[config.mk]
export PLATFORM = sky130hd
export DESIGN_NAME = pair_distance_sequencer
export DESIGN_NICKNAME = d
export VERILOG_FILES = /design/src/rtl/pds_pkg.sv /design/src/rtl/abs_dist16.sv /design/src/rtl/pair_distance_sequencer.sv
export SDC_FILE = /design/constraint.sdc
export NUM_CORES = 1
export LEC_CHECK = 0
export CORE_MARGIN = 3
export CORE_UTILIZATION = 40
export CTS_CLUSTER_SIZE = 10
export DETAILED_ROUTE_END_ITERATION = 10
export HOLD_SLACK_MARGIN = 0.05
export PLACE_DENSITY = 0.53
export SYNTH_ARGS = -nofsm -noshare
export SYNTH_HDL_FRONTEND = slang
export SYNTH_SLANG_ARGS = --single-unit
[constraint.sdc]
create_clock -name clk -period 20.7 [get_ports clk]
set_input_delay 2.07 -clock clk [delete_from_list [all_inputs] [get_ports clk]]
set_output_delay 2.07 -clock clk [all_outputs]
set_load 0.05 [all_outputs]
[src/rtl/pds_pkg.sv]
// Shared types and constants for the pair distance sequencer.
package pds_pkg;
    typedef enum logic [2:0] {IDLE, LOAD, CMP, WRITE, DONE} state_t;

    localparam int N_OPS      = 32;
    localparam int LOAD_BYTES = 64;
    localparam int N_PAIRS    = 496;
    localparam int MIN_ADDR   = 66;
    localparam int MAX_ADDR   = 68;

    typedef logic signed [15:0] word_t;
endpackage

[src/rtl/abs_dist16.sv]
// Combinational |a - b| for two signed 16-bit operands.
// Zero latency; no flow control.
module abs_dist16
    import pds_pkg::*;
(
    input  word_t       i_a,
    input  word_t       i_b,
    output logic [15:0] o_dist
);
    logic signed [16:0] w_diff;

    // Differences span 17 bits, but the magnitude always fits in 16.
    always_comb begin
        w_diff = {i_a[15], i_a} - {i_b[15], i_b};
        o_dist = w_diff[16] ? 16'(~w_diff + 17'sd1) : w_diff[15:0];
    end
endmodule

[src/rtl/pair_distance_sequencer.sv]
// Loads 32 signed words from data_mem, finds min/max pairwise distance, writes results back.
// 564 cycles LOAD+CMP+WRITE; done rises one edge later. start high mid-run aborts to IDLE.
module pair_distance_sequencer #(
    parameter int N         = 32,
    parameter int BASE_ADDR = 0,
    parameter int MIN_ADDR  = 66,
    parameter int MAX_ADDR  = 68,
    parameter int AW        = 8
) (
    input  logic          clk,
    input  logic          rst_n,
    input  logic          start,
    output logic          done,
    output logic [AW-1:0] mem_addr,
    input  logic [7:0]    mem_rd_data,
    output logic          mem_wr_en,
    output logic [7:0]    mem_wr_data,
    output logic [4:0]    min_idx_j,
    output logic [4:0]    min_idx_k,
    output logic [4:0]    max_idx_j,
    output logic [4:0]    max_idx_k
);
    import pds_pkg::*;

    state_t          r_state;
    logic            r_start_q;
    logic [5:0]      r_b;
    logic [4:0]      r_j;
    logic [4:0]      r_k;
    logic [1:0]      r_w;
    logic [15:0]     r_min;
    logic [15:0]     r_max;
    logic            r_done;
    logic [AW-1:0]   r_mem_addr;
    logic            r_wr_en;
    logic [7:0]      r_wr_data;
    logic [4:0]      r_min_j;
    logic [4:0]      r_min_k;
    logic [4:0]      r_max_j;
    logic [4:0]      r_max_k;
    word_t           r_cache [N];

    logic [15:0]     w_dist;
    logic            w_min_upd;
    logic            w_max_upd;
    logic [15:0]     w_min_next;
    logic            w_last_pair;
    logic            w_fall;
    logic            w_abort;

    abs_dist16 u_dist (
        .i_a    (r_cache[r_j]),
        .i_b    (r_cache[r_k]),
        .o_dist (w_dist)
    );

    assign w_min_upd   = (w_dist < r_min);
    assign w_max_upd   = (w_dist > r_max);
    assign w_min_next  = w_min_upd ? w_dist : r_min;
    assign w_last_pair = (r_j == 5'(N - 2)) && (r_k == 5'(N - 1));
    assign w_fall      = !start && r_start_q;
    assign w_abort     = start && (r_state == LOAD || r_state == CMP || r_state == WRITE);

    // Cache has no reset: it is fully rewritten by every LOAD before any read.
    always_ff @(posedge clk) begin
        if (r_state == LOAD) begin
            if (!r_b[0]) begin
                r_cache[r_b[5:1]][15:8] <= mem_rd_data;
            end else begin
                r_cache[r_b[5:1]][7:0]  <= mem_rd_data;
            end
        end
    end

    always_ff @(posedge clk or negedge rst_n) begin
        if (!rst_n) begin
            r_state    <= IDLE;
            r_start_q  <= 1'b1;
            r_b        <= '0;
            r_j        <= '0;
            r_k        <= 5'd1;
            r_w        <= '0;
            r_min      <= 16'hFFFF;
            r_max      <= '0;
            r_done     <= 1'b0;
            r_mem_addr <= '0;
            r_wr_en    <= 1'b0;
            r_wr_data  <= '0;
            r_min_j    <= '0;
            r_min_k    <= '0;
            r_max_j    <= '0;
            r_max_k    <= '0;
        end else begin
            r_start_q <= start;
            if (w_abort) begin
                r_state    <= IDLE;
                r_wr_en    <= 1'b0;
                r_wr_data  <= '0;
                r_mem_addr <= '0;
                r_done     <= 1'b0;
            end else begin
                case (r_state)
                    IDLE: begin
                        r_b        <= '0;
                        r_j        <= '0;
                        r_k        <= 5'd1;
                        r_w        <= '0;
                        r_min      <= 16'hFFFF;
                        r_max      <= '0;
                        r_min_j    <= '0;
                        r_min_k    <= '0;
                        r_max_j    <= '0;
                        r_max_k    <= '0;
                        r_done     <= 1'b0;
                        r_wr_en    <= 1'b0;
                        r_wr_data  <= '0;
                        r_mem_addr <= '0;
                        if (w_fall) begin
                            r_state    <= LOAD;
                            r_mem_addr <= AW'(BASE_ADDR);
                        end
                    end
                    LOAD: begin
                        if (r_b == 6'(LOAD_BYTES - 1)) begin
                            r_state    <= CMP;
                            r_mem_addr <= '0;
                            r_j        <= '0;
                            r_k        <= 5'd1;
                        end else begin
                            r_b        <= r_b + 6'd1;
                            r_mem_addr <= AW'(BASE_ADDR + int'(r_b) + 1);
                        end
                    end
                    CMP: begin
                        if (w_min_upd) begin
                            r_min   <= w_dist;
                            r_min_j <= r_j;
                            r_min_k <= r_k;
                        end
                        if (w_max_upd) begin
                            r_max   <= w_dist;
                            r_max_j <= r_j;
                            r_max_k <= r_k;
                        end
                        // The final comparison's min is not registered yet, so take it from w_min_next.
                        if (w_last_pair) begin
                            r_state    <= WRITE;
                            r_w        <= '0;
                            r_wr_en    <= 1'b1;
                            r_mem_addr <= AW'(MIN_ADDR);
                            r_wr_data  <= w_min_next[15:8];
                        end else if (r_k == 5'(N - 1)) begin
                            r_j <= r_j + 5'd1;
                            r_k <= r_j + 5'd2;
                        end else begin
                            r_k <= r_k + 5'd1;
                        end
                    end
                    WRITE: begin
                        if (r_w == 2'd3) begin
                            r_state    <= DONE;
                            r_wr_en    <= 1'b0;
                            r_wr_data  <= '0;
                            r_mem_addr <= '0;
                        end else begin
                            r_w <= r_w + 2'd1;
                            case (r_w)
                                2'd0: begin
                                    r_mem_addr <= AW'(MIN_ADDR + 1);
                                    r_wr_data  <= r_min[7:0];
                                end
                                2'd1: begin
                                    r_mem_addr <= AW'(MAX_ADDR);
                                    r_wr_data  <= r_max[15:8];
                                end
                                default: begin
                                    r_mem_addr <= AW'(MAX_ADDR + 1);
                                    r_wr_data  <= r_max[7:0];
                                end
                            endcase
                        end
                    end
                    DONE: begin
                        r_done <= 1'b1;
                        if (start) begin
                            r_state <= IDLE;
                            r_done  <= 1'b0;
                        end
                    end
                    default: begin
                        r_state <= IDLE;
                    end
                endcase
            end
        end
    end

    assign done        = r_done;
    assign mem_addr    = r_mem_addr;
    assign mem_wr_en   = r_wr_en;
    assign mem_wr_data = r_wr_data;
    assign min_idx_j   = r_min_j;
    assign min_idx_k   = r_min_k;
    assign max_idx_j   = r_max_j;
    assign max_idx_k   = r_max_k;
endmodule

**Yosys cells after proc, flatten, opt, wreduce, memory -nomap -nowiden**

Memories as Yosys holds them, arrays and structs flattened.
Index checks and enable logic that the tools add are counted.

- Latch bits: 0
- Word-level logic and storage cells: 135
- ROM bits: 0
- Memories kept: 1
- Memory bits (writable): 512
- Register bits: 92

Memory list:

| name | words | width | read ports | clocked after memory_dff | write ports | RTL line | text |
|---|---|---|---|---|---|---|---|
| r_cache | 32 | 16 | 2 | 0 | 1 | pair_distance_sequencer.sv:41 | `word_t r_cache [N];` |

- Bitwise operators: 2
- Order comparisons: 2
- $mul: 0
- Mux-type cells: 57
- Shifts and indexed selects: 0
- Reductions and logical operators: 26
- Eq/ne operators: 22
- Divide/modulo/power cells: 0
- Add/subtract/negate cells: 8

Operator list:

| kind | count |
|---|---|
| $pmux W16 S2 | 2 |
| $mux W5 | 10 |
| $mux W16 | 3 |
| $mux W8 | 5 |
| $pmux W5 S2 | 4 |
| $pmux W8 S4 | 1 |
| $pmux W5 S3 | 2 |
| $pmux W8 S3 | 1 |
| $mux W3 | 6 |
| $sub A16 B16 Y17 | 1 |
| $add A16 B2 Y16 const B | 1 |
| $gt A16 B16 Y1 | 1 |
| $lt A16 B16 Y1 | 1 |
| $not A16 Y16 | 1 |
| $pmux W8 S2 | 1 |
| $pmux W3 S5 | 1 |
| $mux W7 | 2 |
| $ne A2 B2 Y1 const B | 6 |
| $pmux W6 S2 | 1 |
| $reduce_and A3 Y1 | 4 |
| $mux W1 | 11 |
| $add A5 B1 Y5 const B | 2 |
| $eq A5 B5 Y1 const B | 2 |
| $reduce_and A5 Y1 | 2 |
| 31 further kinds | 46 |

**Logic depth before layout (Yosys ltp)**

Gate-level depths: netlist of the first run.
An unclocked memory read counts as a cell.

- Depth in word-level cells: 10
- Gate-level depth with buffers: 33

**Hierarchy**

A second synthesis of the first run with hierarchy kept.

- Cells, all modules: 1796
- Area, all modules: 30013.8 um^2

By module, submodules not included:

| module | cells an instance | area an instance (um^2) | sequential area each (um^2) | times used |
|---|---|---|---|---|
| pair_distance_sequencer | 1628 | 28837.7 | 17674.5 | 1 |
| abs_dist16 | 168 | 1176.1 | 0.0 | 1 |

**Worst setup path after synthesis of the first run**

No wires, ideal clock.

- Path type: register to register
- Start point: register r_k[0]
- End point: register r_min_j[4] (netlist: min_idx_j[4])
- Data arrival time: 7.242 ns
- Stages on the path, launching flop included: 27
- Clock period less this slack: 7.361 ns
- Data required time: 20.581 ns
- Setup slack: 13.339 ns
- Path through: dfstp_2 clkbuf_1 clkbuf_1 buf_1 mux4_2 mux4_2 mux2i_1 ha_1 and2b_1 o211a_1 or3_4 a211oi_2 nand3_2 nor4_2 or3b_4 mux2_4 a31oi_4 nand2_1 ha_1 and4_1 o21ai_0 nand2_1 a31oi_1 o21ai_1 clkbuf_1 nand2_1 nand2_1

- Longest elaborated chain between the ends: 8

RTL lines:

| item | RTL line | text |
|---|---|---|
| start: declaration | pair_distance_sequencer.sv:29 | `logic [4:0] r_k;` |
| start signal: assignment | pair_distance_sequencer.sv:154 | `r_k <= r_j + 5'd2;` |
| start signal: assignment | pair_distance_sequencer.sv:156 | `r_k <= r_k + 5'd1;` |
| $mem_v2 Z32 W16 (*) | - |  |
| $sub A16 B16 Y17 (*) | abs_dist16.sv:14 | `w_diff = {i_a[15], i_a} - {i_b[15], i_b};` |
| $not A16 Y16 | abs_dist16.sv:15 | `o_dist = w_diff[16] ? 16'(~w_diff + 17'sd1) : w_diff[15:0];` |
| $add A16 B2 Y16 | abs_dist16.sv:15 |  |
| $mux W16 (*) | abs_dist16.sv:15 |  |
| $lt A16 B16 Y1 (*) | pair_distance_sequencer.sv:57 | `assign w_min_upd = (w_dist < r_min);` |
| $ne A2 B2 Y1 (no line) (*) | - |  |
| $reduce_and A3 Y1 (no line) (*) | - |  |
| end signal: assignment | pair_distance_sequencer.sv:137 | `r_min_j <= r_j;` |
| end: declaration | pair_distance_sequencer.sv:37 | `logic [4:0] r_min_j;` |

Every way passes the cells marked *; elsewhere a longest branch is shown, timed or not.
A chain may end at the register's enable or synchronous reset.

**Worst setup path in the final report of the first run**

- Start point: register r_k[0]
- End point: register r_min_j[1] (netlist: min_idx_j[1])

The elaborated chain is that of the path after synthesis.

==> results of run 1 <==
[cells in the mapped netlist (5+ instances only)]
master | count | area (um^2)
nand2b_1 | 8 | 50.1
a22o_1 | 15 | 131
dfrtp_1 | 73 | 1830
nor2_1 | 126 | 473
o21a_1 | 7 | 52.6
nand4_1 | 7 | 43.8
a211oi_1 | 8 | 60.1
o221ai_1 | 15 | 131
o31a_1 | 12 | 105
xor2_1 | 8 | 70.1
xnor2_1 | 18 | 158
dfstp_2 | 18 | 473
nor3_1 | 12 | 60.1
and2_1 | 5 | 31.3
ha_1 | 59 | 738
a21oi_1 | 73 | 365
o22ai_1 | 17 | 106
o31ai_1 | 9 | 67.6
o211ai_1 | 8 | 60.1
a22oi_1 | 17 | 128
edfxtp_1 | 512 | 15400
mux4_2 | 260 | 5860
a2111oi_0 | 7 | 61.3
clkbuf_1 | 95 | 357
nor2b_1 | 10 | 62.6
nand2_1 | 102 | 383
buf_1 | 30 | 113
mux2i_1 | 110 | 1100
nand3_1 | 28 | 140
and3_1 | 9 | 56.3
a21o_1 | 15 | 113
o21ai_0 | 82 | 410
nand3b_1 | 7 | 52.6
inv_1 | 55 | 206
[cells by family (layout without fill, tap and decap cells)]
family	Yosys count	in the layout	synth area share (%)
compound gates	317	317	6.90
simple gates	337	337	5.13
xor+xnor	26	26	0.759
other cells	1	1	0.0125
mux	375	375	23.4
buf+inv	186	240	2.38
fa+ha+maj	60	60	2.53
flops	603	603	58.9
[tightest hold or removal path: cells and delay by family, from the launching register on]
| family | cells | cell delay (ns) |
|---|---|---|
| and+or+nand+nor | 2 | 0.10 |
| DFF | 1 | 0.34 |
[per-layer routing]
layer	vias to the layer above	GRT usage, %	share of wire (%)
met4	2	5.83	2.1
met5	-	0	0.015
li1	7712	-	-
met3	102	3.98	6.5
met2	649	36.2	48
met1	9562	31.3	43
[stage by stage]
step | hold WS (ns) | worst slack (ns) | cell area, um^2 | power, W | util, %
detailed placement | 0.464 | 11.39 | 31400 | 0.00291 | 42.7
global placement | 0.456 | 11.39 | 31400 | 0.00291 | 42.7
finish | 0.474 | 11.50 | 33400 | 0.00402 | 45.4
global route | 0.508 | 10.61 | 33400 | 0.00425 | 45.4
floorplan | 0.463 | 13.34 | 30000 | 0.00247 | -
CTS | 0.476 | 11.33 | 33400 | 0.00405 | 45.4
[cell type report]
type,count,area (um^2),share of cell area (%)
clock buffer,96,1920,5.75
sequential,603,17700,52.9
timing repair buffer,80,676,2.02
multi-input combinational,1116,11600,34.8
inverter,55,206,0.617
tap,959,1200,3.59
clock inverter,9,109,0.326
[path summary, 6_finish.rpt]
kind	startpoint	end	slack [ns]	depth (start not counted)
worst max register to register	r_k[0]$_DFFE_PN1P_	min_idx_j[1]$_DFFE_PN0P_	11.50	23
worst min-delay path	min_idx_j[4]$_DFFE_PN0P_	min_idx_j[4]$_DFFE_PN0P_	0.47	2
min in group asynchronous	rst_n	r_j[2]$_DFFE_PN0P_	1.37	1
worst max-delay path	r_k[0]$_DFFE_PN1P_	min_idx_j[1]$_DFFE_PN0P_	11.50	23
max in group asynchronous	rst_n	r_max[14]$_DFFE_PN0P_	18.15	2
worst min register to register	min_idx_j[4]$_DFFE_PN0P_	min_idx_j[4]$_DFFE_PN0P_	0.47	2
[sequential cells by signal, indices dropped and copies added, names as in the netlist]
signal	cells
r_cache	512
r_max	16
r_min	16
mem_wr_data	8
mem_addr	7
r_b	6
max_idx_j	5
max_idx_k	5
min_idx_j	5
min_idx_k	5
r_j	5
r_k	5
r_state	3
r_w	2
done	1
mem_wr_en	1
r_start_q	1
[layout by cell type, fill, tap and decap left out, drive strengths merged, types with 8 or more instances in the layout]
master	Yosys	final
a211oi	9	9
a21o	15	15
a21oi	73	73
a22o	15	15
a22oi	17	17
and3	9	9
buf	36	42
clkbuf	95	96
clkdlybuf4s50	0	38
dfrtp	73	73
dfstp	18	18
edfxtp	512	512
ha	59	59
inv	55	56
mux2i	110	110
mux4	260	260
nand2	102	102
nand2b	8	8
nand3	29	29
nor2	126	126
nor2b	10	10
nor3	12	12
o211ai	8	8
o21ai	85	85
o221ai	15	15
o22ai	17	17
o31a	12	12
o31ai	9	9
xnor2	18	18
xor2	8	8
[power groups by stage]
stage | combinational [W] | clock, W | sequential (W)
finish | 0.00144 | 0.00114 | 0.00144
detailed placement | 0.00144 | 0 | 0.00147
CTS | 0.00144 | 0.00116 | 0.00145
floorplan | 0.00103 | 0 | 0.00145
global route | 0.00159 | 0.00121 | 0.00145
global placement | 0.00144 | 0 | 0.00147
==> flow_metrics.tcl, run 1 <==
set metrics [dict create \
    drt_iter0_drc 1798 \
    path_clk_slew_ns 0.06 \
    combPwrFrac_pct 35.8 \
    yosys_register_bits 603 \
    crit_chain "buf_4, buf_4, mux4_2, mux4_2, mux2i_1, ha_1, and3_1, a21oi_1, nor3_1, o31a_1, o31a_1, or3b_4, mux2_4, a31oi_4, nand2_1, ha_1, and4_1, o21ai_0, nand2_1, a31oi_1, o21ai_2, buf_4, o31ai_1" \
    cp-end-kind "flop" \
    clock_path_buffers 3 \
    grt_pass1_vias 18400 \
    crit_type "reg -> reg" \
    setup_viol 0 \
    critPathArrivalTime_ns 9.71 \
    cts_buffers 72 \
    nFillCells 6395 \
    drv_slew 0 \
    cpLargestDelayFamily "compound AO/OA/AOI/OAI gates" \
    port_buffers 47 \
    viasPerCell 6.18 \
    powerDensity_nw_per_um2 120 \
    clock.fmax_mhz 109 \
    antenna_found_initial 2 \
    hold_class "reg -> reg" \
    core-area_um2 73600 \
    finalHoldViolCount 0 \
    ctsResizeCount 0 \
    wl_per_cell_um 29.6 \
    grt_max_degree 67 \
    vdd_drop_max_v 0.0000888 \
    grt_pass1_wl_mm 127 \
    synth.avg_cell_area_um2 15.8 \
    ys_seq_area_share_pct 58.9 \
    cts.sinks 603 \
    finalCriticalPeriod_ns 9.20 \
    cellInternalPower_w 0.00261 \
    start_kind "flop" \
    crit_top_cell "buf_4" \
    drc 0 \
    fin_cells 2918 \
    overflow 0 \
    rsz0062_at_grt "false" \
    maxCapViolCount 0 \
    placed_cells 2813 \
    synthFlopType "edfxtp_1" \
    drive_gt1_share_pct 22.0 \
    start_util_pct 40.8 \
    fin_skew_ns 0.0309 \
    syn-num-nets 1976 \
    p_leak_nw 10.8 \
    ioPinCount 49 \
    rows 99 \
    hold_buffers 0 \
    ant_nets 0 \
    required_ns 21.21 \
    layout.nets 1999 \
    diodes 0 \
    synthDistinctLibCells 75 \
    timing.critical_path.buf_inv 3 \
    synth_area_um2 30000 \
    htreeDepth 3 \
    gp_congestion 0.859 \
    clk_latency_ns 0.62 \
    critPathMaxStageDelay_ns 1.23 \
    async_flop_share_pct 15.1 \
    dp_hpwl_mm 55.2 \
    synth_cells 1905 \
    worst_pin_slew_ns 1.19 \
    layout-area-overhead-vs-synth_pct 11.4 \
    synth_edf_count 512 \
    fp.dieW_um 280 \
    vias 18000 \
    crit_slowest_cell "dfstp_4" \
    wl_mm 86.4 \
    path_max_fanout 53 \
    fin_crit_sh_pct 44.4 \
    cts_root_buf "clkbuf_16" \
    status "finished, final reports clean" \
    dieArea_um2 78300 \
    grt_usage_pct 22.3 \
    cts_tree "yes" \
    drtPass1Iterations 5 \
    p_clk_share_pct 28.2 \
    seqPwrFrac_pct 35.9 \
    power.switching_w 0.00141 \
    setup_tns_ns 0 \
    swShare_pct 35.0 \
    die-height_um 280 \
    relSlewSlack_pct 20.1 \
    post_cts_buffers 0 \
    ys_warn_count 0 \
]
(Power assumes the default switching activity.)
==> run 2: changes to the inputs <==
PLACE_DENSITY = 0.55   (was 0.53)
clock period = 8.27 ns   (was 20.7 ns; I/O delays follow)
==> run 2 against run 1 <==
  * Fmax grew 22%
  * Critical path depth shrank 1
  * Final area rose by 0.90%
  * Setup slack worse by 11 ns
  * Die area did not move
  * Sequential share of layout area is 0.48 points lower
  * Clock skew is 0.0064 ns higher
  * Combinational power grew to 2.6 times the previous value
  * Flip-flop and latch count is the same
==> flow_metrics.tcl, run 2 (synthesis gave the netlist of run 1 again) <==
set metrics [dict create \
    status "finished, final reports clean" \
    largest_reg_flops 512 \
    critPathMaxStageDelay_ns 0.79 \
    clock.fmax_mhz 133 \
    cellInternalPower_w 0.00666 \
    wl_mm 83.5 \
    min_from "min_idx_j[4]$_DFFE_PN0P_" \
    cp-end-kind "flop" \
    layout.nets 2018 \
    htreeDepth 3 \
    wl_per_cell_um 28.4 \
    dp_hpwl_mm 55.5 \
    gp_congestion 0.844 \
    grt_max_degree 77 \
    fin_skew_ns 0.0372 \
    combPwrFrac_pct 37.1 \
    layout.cells.most_common "edfxtp_1" \
    timing.critical_path.buf_inv 2 \
    p_leak_nw 11.0 \
    finalPower_w 0.0102 \
    finalCriticalPeriod_ns 7.54 \
    path_max_fanout 29 \
    antenna_found_initial 1 \
    relSlewSlack_pct 21.3 \
    p_clk_share_pct 28.2 \
    cts_buffers 72 \
    ant_nets 0 \
    crit_type "reg -> reg" \
    required_ns 8.81 \
    die-height_um 280 \
    rows 99 \
    timing.rr.start "r_j[0]$_DFFE_PN0P_" \
    drtPass1Iterations 5 \
    drv_slew 0 \
    cts_tree "yes" \
    viasPerCell 6.07 \
    ioPinCount 49 \
    grt_pass1_vias 18700 \
    start_kind "flop" \
    cpLargestDelayFamily "compound AO/OA/AOI/OAI gates" \
    crit_slowest_cell "dfrtp_4" \
    finalHoldViolCount 0 \
    setup_viol 0 \
    clk_latency_ns 0.63 \
    drc 0 \
    worst_pin_slew_ns 1.18 \
    path_clk_slew_ns 0.06 \
    cts_root_buf "clkbuf_16" \
    crit_chain "buf_12, mux4_2, mux4_2, inv_1, a21oi_1, fa_1, a21o_1, a2111oi_0, nor3_1, o31a_1, o31a_1, or3b_4, mux2_4, a31oi_4, nand2_1, ha_1, and4_1, o21ai_0, nand2_1, a31o_2, a21oi_1, mux2_2" \
    clock_path_buffers 3 \
    fin_crit_sh_pct 91.2 \
    rsz0062_at_grt "false" \
    setup_tns_ns 0 \
    swShare_pct 35.0 \
    grt_usage_pct 21.7 \
    critPathArrivalTime_ns 8.08 \
    drive_gt1_share_pct 22.7 \
    cts.sinks 603 \
    maxCapViolCount 0 \
    timing.reg2reg.setup_slack_ns 0.73 \
    startpoint "r_j[0]$_DFFE_PN0P_" \
    powerDensity_nw_per_um2 304 \
    vias 17800 \
    seqPwrFrac_pct 34.7 \
    dieArea_um2 78300 \
    port_buffers 47 \
    grt_pass1_wl_mm 125 \
    final_cell_mix "512 x edfxtp_1, 260 x mux4_2, 125 x nor2_1" \
    overflow 0 \
    start_util_pct 40.8 \
    layout-area-overhead-vs-synth_pct 12.4 \
    hold_class "reg -> reg" \
    fp.dieW_um 280 \
    power.switching_w 0.00359 \
    core-area_um2 73600 \
    vdd_drop_max_v 0.000169 \
    drt_iter0_drc 1714 \
]
[run 2: cell types whose count changed in the layout (fill, tap and decap cells not counted), sizes merged]
cell and change:
dlygate4sd3 +1, buf +18, inv +1, clkbuf +2
clkinvlp -1, diode +1, clkinv -1
[run 2: path summary, 6_finish.rpt]
check / to / depth (start not counted)
min reg2reg: min_idx_j[4]$_DFFE_PN0P_ / 2
max reg2reg: r_min[0]$_DFFE_PN1P_ / 22
min in group asynchronous: mem_addr[1]$_DFFE_PN0P_ / 2
max: r_min[0]$_DFFE_PN1P_ / 22
max in group asynchronous: r_k[1]$_DFFE_PN0P_ / 3
min: min_idx_j[4]$_DFFE_PN0P_ / 2
[run 2: metal layers]
metal  up-vias  track usage, %  part of all wire [%]
met4         0            6.69                   2.6
met2       621            35.6                    49
met1      9363            29.9                    42
li1       7752               -                     -
met5         -               0                     0
met3       112            3.71                   6.5
[run 2: area by class of cell]
| class | count | area (um^2) |
|---|---|---|
| fill | 6436 | 39800 |
| multi-input combinational | 1116 | 11600 |
| clock buffer | 98 | 1980 |
| tap | 959 | 1200 |
| antenna | 1 | 2.50 |
| clock inverter | 8 | 93.8 |
| sequential | 603 | 17700 |
| timing repair buffer | 99 | 921 |
| inverter | 55 | 206 |
[run 2: worst register-to-register path, cell delays in order, from the launching register on]
cell and delay [ns]:
dfrtp_4 0.79, buf_12 0.31, mux4_2 0.60, mux4_2 0.46, inv_1 0.11, a21oi_1 0.13, fa_1 0.51, a21o_1 0.25
a2111oi_0 0.47, nor3_1 0.16, o31a_1 0.35, o31a_1 0.28, or3b_4 0.43, mux2_4 0.32, a31oi_4 0.21, nand2_1 0.13
ha_1 0.31, and4_1 0.24, o21ai_0 0.09, nand2_1 0.09, a31o_2 0.31, a21oi_1 0.51, mux2_2 0.40
[run 2: repair_timing]
| action | 4_1_cts | 5_1_grt |
|---|---|---|
| hold buffers | 1 | 0 |
| hold endpoints to repair | 14 | 0 |
| resized for setup | 0 | 2 |
| setup endpoints to repair | 0 | 8 |
| buffers inserted | 0 | 0 |
[run 2: power by group through the flow]
stage | clock (W) | combinational (W) | sequential, W
4_1_cts | 0.00294 | 0.00381 | 0.00355
3_3_place_gp | 0 | 0.00377 | 0.00360
2_1_floorplan | 0 | 0.00257 | 0.00362
5_1_grt | 0.00308 | 0.00418 | 0.00357
3_5_place_dp | 0 | 0.00379 | 0.00361
6_report | 0.00289 | 0.00381 | 0.00355
[run 2: metrics by stage]
step / hold WS, ns / instance area [um^2] / util [%] / std cells / worst slack, ns
4_1_cts: 0.468 / 33700 / 45.8 / 2938 / 0.527
5_1_grt: 0.475 / 33700 / 45.9 / 2938 / 0.201
3_3_place_gp: 0.461 / 31600 / 43.0 / 2831 / 0.602
3_5_place_dp: 0.456 / 31600 / 43.0 / 2831 / 0.577
2_1_floorplan: 0.463 / 30000 / - / 1905 / 0.909
6_report: 0.463 / 33700 / 45.9 / 2939 / 0.726
